$ cat src/rtl/alu_ctrl_pkg.sv
// Shared constants for the shared-adder arbiter: flag bit positions and default widths.
package alu_ctrl_pkg;

    localparam int FLAG_SIGN   = 0;
    localparam int FLAG_ZERO   = 1;
    localparam int FLAG_CARRY  = 2;
    localparam int FLAG_PARITY = 3;
    localparam int FLAG_OVF    = 4;

    localparam int FLAGS_W = 5;
    localparam int DATA_W  = 16;

    typedef logic [FLAGS_W-1:0] flags_t;

endpackage

$ cat src/rtl/rr_arbiter.sv
// Round-robin arbiter: grants the first asserted request after 'pointer', wrapping around.
module rr_arbiter #(
    parameter int NUM_REQ = 4,
    parameter int ID_W    = 2
) (
    input  logic [NUM_REQ-1:0] req,
    input  logic [ID_W-1:0]    pointer,
    input  logic               enable,
    output logic [NUM_REQ-1:0] gnt,
    output logic [ID_W-1:0]    gnt_idx
);

    logic            found;
    logic [ID_W-1:0] idx;

    // Scan NUM_REQ positions starting just past the last winner; the first hit wins.
    always_comb begin
        gnt     = '0;
        gnt_idx = '0;
        found   = 1'b0;
        idx     = '0;
        for (int i = 1; i <= NUM_REQ; i++) begin
            idx = ID_W'((int'(pointer) + i) % NUM_REQ);
            if (enable && !found && req[idx]) begin
                gnt[idx] = 1'b1;
                gnt_idx  = idx;
                found    = 1'b1;
            end
        end
    end

endmodule

$ cat src/rtl/alu_share_arbiter.sv
// Shares one adder/flag datapath among NUM_REQ requesters through a round-robin
// grant and a two-stage pipeline (operand register, then result register).
module alu_share_arbiter
    import alu_ctrl_pkg::*;
#(
    parameter int NUM_REQ = 4,
    parameter int WIDTH   = DATA_W,
    parameter int ID_W    = 2
) (
    input  logic                     clk,
    input  logic                     rst_n,
    input  logic [NUM_REQ-1:0]       req,
    input  logic [NUM_REQ*WIDTH-1:0] x_in,
    input  logic [NUM_REQ*WIDTH-1:0] y_in,
    output logic [NUM_REQ-1:0]       gnt,
    output logic                     rsp_valid,
    input  logic                     rsp_ready,
    output logic [ID_W-1:0]          rsp_id,
    output logic [WIDTH-1:0]         z,
    output logic [FLAGS_W-1:0]       flags
);

    logic             stall;
    logic             grant_any;
    logic [ID_W-1:0]  gnt_idx;
    logic [WIDTH:0]   sum;
    flags_t           alu_flags;

    logic [ID_W-1:0]  ptr_q, ptr_d;
    logic             s1_valid_q, s1_valid_d;
    logic [WIDTH-1:0] s1_x_q, s1_x_d;
    logic [WIDTH-1:0] s1_y_q, s1_y_d;
    logic [ID_W-1:0]  s1_id_q, s1_id_d;
    logic             rsp_valid_q, rsp_valid_d;
    logic [WIDTH-1:0] z_q, z_d;
    flags_t           flags_q, flags_d;
    logic [ID_W-1:0]  rsp_id_q, rsp_id_d;

    assign stall = rsp_valid_q & ~rsp_ready;

    // Grants are suppressed while held in reset so gnt reads zero immediately.
    rr_arbiter #(
        .NUM_REQ (NUM_REQ),
        .ID_W    (ID_W)
    ) u_rr_arbiter (
        .req     (req),
        .pointer (ptr_q),
        .enable  (~stall & rst_n),
        .gnt     (gnt),
        .gnt_idx (gnt_idx)
    );

    assign grant_any = |gnt;

    always_comb begin
        sum       = {1'b0, s1_x_q} + {1'b0, s1_y_q};
        alu_flags = '0;
        alu_flags[FLAG_SIGN]   = sum[WIDTH-1];
        alu_flags[FLAG_ZERO]   = (sum[WIDTH-1:0] == '0);
        alu_flags[FLAG_CARRY]  = sum[WIDTH];
        alu_flags[FLAG_PARITY] = ~^sum[WIDTH-1:0];
        alu_flags[FLAG_OVF]    = (s1_x_q[WIDTH-1] == s1_y_q[WIDTH-1]) &
                                 (sum[WIDTH-1] != s1_x_q[WIDTH-1]);
    end

    // Stall only exists with stage 2 full, so when unstalled both stages always advance.
    always_comb begin
        ptr_d       = ptr_q;
        s1_valid_d  = s1_valid_q;
        s1_x_d      = s1_x_q;
        s1_y_d      = s1_y_q;
        s1_id_d     = s1_id_q;
        rsp_valid_d = rsp_valid_q;
        z_d         = z_q;
        flags_d     = flags_q;
        rsp_id_d    = rsp_id_q;
        if (grant_any) begin
            ptr_d = gnt_idx;
        end
        if (!stall) begin
            s1_valid_d = grant_any;
            if (grant_any) begin
                s1_x_d  = x_in[int'(gnt_idx)*WIDTH +: WIDTH];
                s1_y_d  = y_in[int'(gnt_idx)*WIDTH +: WIDTH];
                s1_id_d = gnt_idx;
            end
            rsp_valid_d = s1_valid_q;
            if (s1_valid_q) begin
                z_d      = sum[WIDTH-1:0];
                flags_d  = alu_flags;
                rsp_id_d = s1_id_q;
            end
        end
    end

    always_ff @(posedge clk or negedge rst_n) begin
        if (!rst_n) begin
            ptr_q       <= ID_W'(NUM_REQ - 1);
            s1_valid_q  <= 1'b0;
            s1_x_q      <= '0;
            s1_y_q      <= '0;
            s1_id_q     <= '0;
            rsp_valid_q <= 1'b0;
            z_q         <= '0;
            flags_q     <= '0;
            rsp_id_q    <= '0;
        end else begin
            ptr_q       <= ptr_d;
            s1_valid_q  <= s1_valid_d;
            s1_x_q      <= s1_x_d;
            s1_y_q      <= s1_y_d;
            s1_id_q     <= s1_id_d;
            rsp_valid_q <= rsp_valid_d;
            z_q         <= z_d;
            flags_q     <= flags_d;
            rsp_id_q    <= rsp_id_d;
        end
    end

    assign rsp_valid = rsp_valid_q;
    assign rsp_id    = rsp_id_q;
    assign z         = z_q;
    assign flags     = flags_q;

endmodule

$ cat config.mk
export PLATFORM = sky130hd
export DESIGN_NAME = alu_share_arbiter
export DESIGN_NICKNAME = d
export VERILOG_FILES = /design/src/rtl/alu_ctrl_pkg.sv /design/src/rtl/rr_arbiter.sv /design/src/rtl/alu_share_arbiter.sv
export SDC_FILE = /design/constraint.sdc
export NUM_CORES = 1
export LEC_CHECK = 0
export BUFFER_PORTS_ARGS = -buffer_cell sky130_fd_sc_hd__buf_2
export CORE_ASPECT_RATIO = 0.6
export CORE_MARGIN = 3
export CORE_UTILIZATION = 50
export CTS_CLUSTER_DIAMETER = 30
export CTS_CLUSTER_SIZE = 14
export DETAILED_ROUTE_END_ITERATION = 10
export PLACE_DENSITY = 0.79
export RECOVER_POWER = 50
export SYNTH_ARGS = -nofsm -noshare
export SYNTH_HDL_FRONTEND = slang
export SYNTH_SLANG_ARGS = --single-unit
export TNS_END_PERCENT = 1
$ cat constraint.sdc
create_clock -name clk -period 10.88 [get_ports clk]
set_clock_uncertainty 0.2 [all_clocks]
set_input_delay 1.088 -clock clk [delete_from_list [all_inputs] [get_ports clk]]
set_output_delay 1.088 -clock clk [all_outputs]
set_load 0.005 [all_outputs]
==> impl_metrics.env <==
export IMPL_status="complete, no violations"
export IMPL_min_period_ns=4.83
export IMPL_rows=27
export IMPL_worstSetupPathType="in2reg"
export IMPL_rsz0062_at_grt="false"
export IMPL_drt_total_wl_mm=12.1
export IMPL_finalNetCount=765
export IMPL_yosysTopAreaCell="dfrtp_1"
export IMPL_max_clock_path_buffers=2
export IMPL_synth_seq_cells=60
export IMPL_place_gp_congestion=0.926
export IMPL_synthToLayoutAreaGrowth_pct=24.2
export IMPL_fp_dieW_um=133
export IMPL_max_cap_violations=0
export IMPL_numCtsBuffers=9
export IMPL_firstDrtPassIters=5
export IMPL_initial_core_util_pct=52.0
export IMPL_grt_pass1_wl_mm=18.5
export IMPL_synth_top_area_share_pct=30.1
export IMPL_worst_slack_ns=6.05
export IMPL_antenna_found_initial=0
export IMPL_clkLatencyLatePin_ns=0.34
export IMPL_synth_common_cells="99 x mux2i_1, 58 x dfrtp_1, 32 x nand2_1"
export IMPL_worst_slew_pin_slew_ns=1.13
export IMPL_vias=4053
export IMPL_cts_tree="done"
export IMPL_fin_setup_tns_ns=0
export IMPL_syn_avg_cell_area_um2=10.9
export IMPL_fin_util_pct=64.6
export IMPL_synth_net_count=609
export IMPL_cts_resized=0
export IMPL_yosysUniqueCellTypes=53
export IMPL_hold_viol_final=0
export IMPL_grt_max_degree=63
export IMPL_cpMaxStageDelayCell="buf_4"
export IMPL_grt_most_used_layer="met2"
export IMPL_drcViolationCount=0
export IMPL_die_area_um2=10900
export IMPL_post_place_ws_ns=5.67
export IMPL_drtIter0Drc=233
export IMPL_relSlewSlack_pct=24.5
export IMPL_critical_path_buf_inv_count=3
export IMPL_slew_viol_final=0
export IMPL_cp_max_fo=62
export IMPL_finalSetupViolCount=0
export IMPL_core_um2=9260
export IMPL_drive_gt1_share_pct=38.1
export IMPL_post_dp_hpwl_mm=9.26
export IMPL_ys_warn_count=0
export IMPL_synth_main_ff_cell="dfrtp_1"
export IMPL_cp_arrival_ns=4.86
export IMPL_worstSetupStartpointType="input pin"
export IMPL_slowest_delay_ns=0.76
export IMPL_syn_area_um2=4820
export IMPL_clock_sinks=60
export IMPL_max_freq_mhz=207
export IMPL_io_pins=163
export IMPL_placed_cell_area_um2=5670
export IMPL_yosys_top_cells_area="dfrtp_1 30%, mux2i_1 21%, mux2_4 9.7%"
export IMPL_clk_pin_slew_ns=0.06
export IMPL_fp_dieH_um=82.0
export IMPL_peakVddDrop_mv=0.491
export IMPL_power_leakage_nw=2.81
export IMPL_ys_seq_area_share_pct=31.2
export IMPL_crit_family="buffers and inverters"
export IMPL_path_cells="buf_2, buf_4, nand2_1, a221oi_1, o21ai_0, a21oi_4, buf_4, mux2i_1, mux2i_1, mux2_4"
export IMPL_use_met1_pct=28.2
export IMPL_r2r_setup_slack_ns=6.70
export IMPL_vias_per_cell=5.53
export IMPL_met3_usage_pct=6.73
export IMPL_antenna_left=0
export IMPL_cp_required_ns=10.91
export IMPL_async_reset_ff_share_pct=100
export IMPL_hp_class="reg2reg"
export IMPL_cts_hold_buf=0
export IMPL_grt_ovfl_total=0
export IMPL_grt_usage_pct=21.7
export IMPL_synth_edff_count=0
export IMPL_n_antenna_cell=0
export IMPL_p_per_area_nw_per_um2=432
export IMPL_end_kind="flip-flop"
export IMPL_post_cts_buffers=0
export IMPL_htree_num_levels=3
export IMPL_min_period_over_period_pct=44.4
export IMPL_cts_root_buf="clkbuf_16"
export IMPL_finalPower_mw=2.59
export IMPL_grt_pass1_vias=3877
export IMPL_final_area_um2=5980
export IMPL_yosys_cell_count_top_type="mux2i_1"
export IMPL_syn_inst=442
export IMPL_grtUsageMet2_pct=34.5
export IMPL_nFillCells=766
export IMPL_port_buffers=162
export IMPL_avgRoutedWirePerCell_um=16.5
==> flip-flops by register name (all words and copies together), names as in the netlist <==
name	cells
s1_x_q	16
s1_y_q	16
z	15
flags	5
ptr_q	2
rsp_id	2
s1_id_q	2
rsp_valid	1
s1_valid_q	1
==> tightest hold or removal path, stage by stage, from the launching register on <==
cell     delay (ns)
dfrtp_1        0.34
inv_1          0.06
nand2_1        0.05
==> per-layer routing <==
metal	routed length [um]	part of all wire [%]
met4	289	2.4
met5	0	0
met1	5600	46
met2	5220	43
met3	973	8.1
==> cell type report <==
type | count | area, um2 | area share (%)
Inverter | 9 | 33.8 | 0.565
Sequential cell | 60 | 1500 | 25.1
Timing Repair Buffer | 165 | 827 | 13.8
Tap cell | 130 | 163 | 2.72
Clock buffer | 9 | 225 | 3.76
Clock inverter | 7 | 91.3 | 1.53
Multi-Input combinational cell | 353 | 3140 | 52.5
==> metrics by stage <==
step	hold WS, ns	cells
3_3_place_gp	0.259	717
2_1_floorplan	0.239	442
6_report	0.278	733
3_5_place_dp	0.268	717
4_1_cts	0.281	733
5_1_grt	0.306	733
==> worst paths after layout <==
kind | startpoint | to | cells after the start
setup / recovery | rst_n | s1_x_q[14]$_DFFE_PN0P_ | 10
hold / removal | s1_valid_q$_DFFE_PN0N_ | rsp_valid$_DFFE_PN0N_ | 2
setup reg to reg | ptr_q[1]$_DFFE_PN1P_ | s1_x_q[14]$_DFFE_PN0P_ | 8
hold reg to reg | s1_valid_q$_DFFE_PN0N_ | rsp_valid$_DFFE_PN0N_ | 2
max in group asynchronous | rst_n | s1_x_q[4]$_DFFE_PN0P_ | 2
min in group asynchronous | rst_n | z[12]$_DFFE_PN0P_ | 2
==> report_power, final <==
part           leakage (nW)  switching [mW]  internal [mW]  total (mW)
logic                  1.94           0.911          0.945        1.86
registers             0.722          0.0856          0.344       0.430
clock network         0.155           0.103          0.199       0.302
==> placed cells by master (no fill, tap or decap), drive strengths merged, types with 14 or more instances in the layout <==
| cell type | synthesis | final |
|---|---|---|
| clkbuf | 5 | 14 |
| dfrtp | 58 | 58 |
| ha | 31 | 31 |
| nand2 | 33 | 33 |
| mux2i | 99 | 99 |
| nor2 | 16 | 16 |
| mux2 | 42 | 42 |
| o21ai | 30 | 30 |
| a21oi | 18 | 18 |
| buf | 15 | 160 |
==> cell families (layout without fill, tap and decap cells) <==
family | Yosys count | in the layout | share of synthesized area (%)
buf+inv | 29 | 190 | 3.92
compound gates | 85 | 85 | 11.6
flops | 60 | 60 | 31.2
fa+ha+maj | 32 | 32 | 8.47
mux | 142 | 142 | 33.3
simple gates | 71 | 71 | 6.99
xor+xnor | 23 | 23 | 4.47
(Power assumes the default switching activity.)
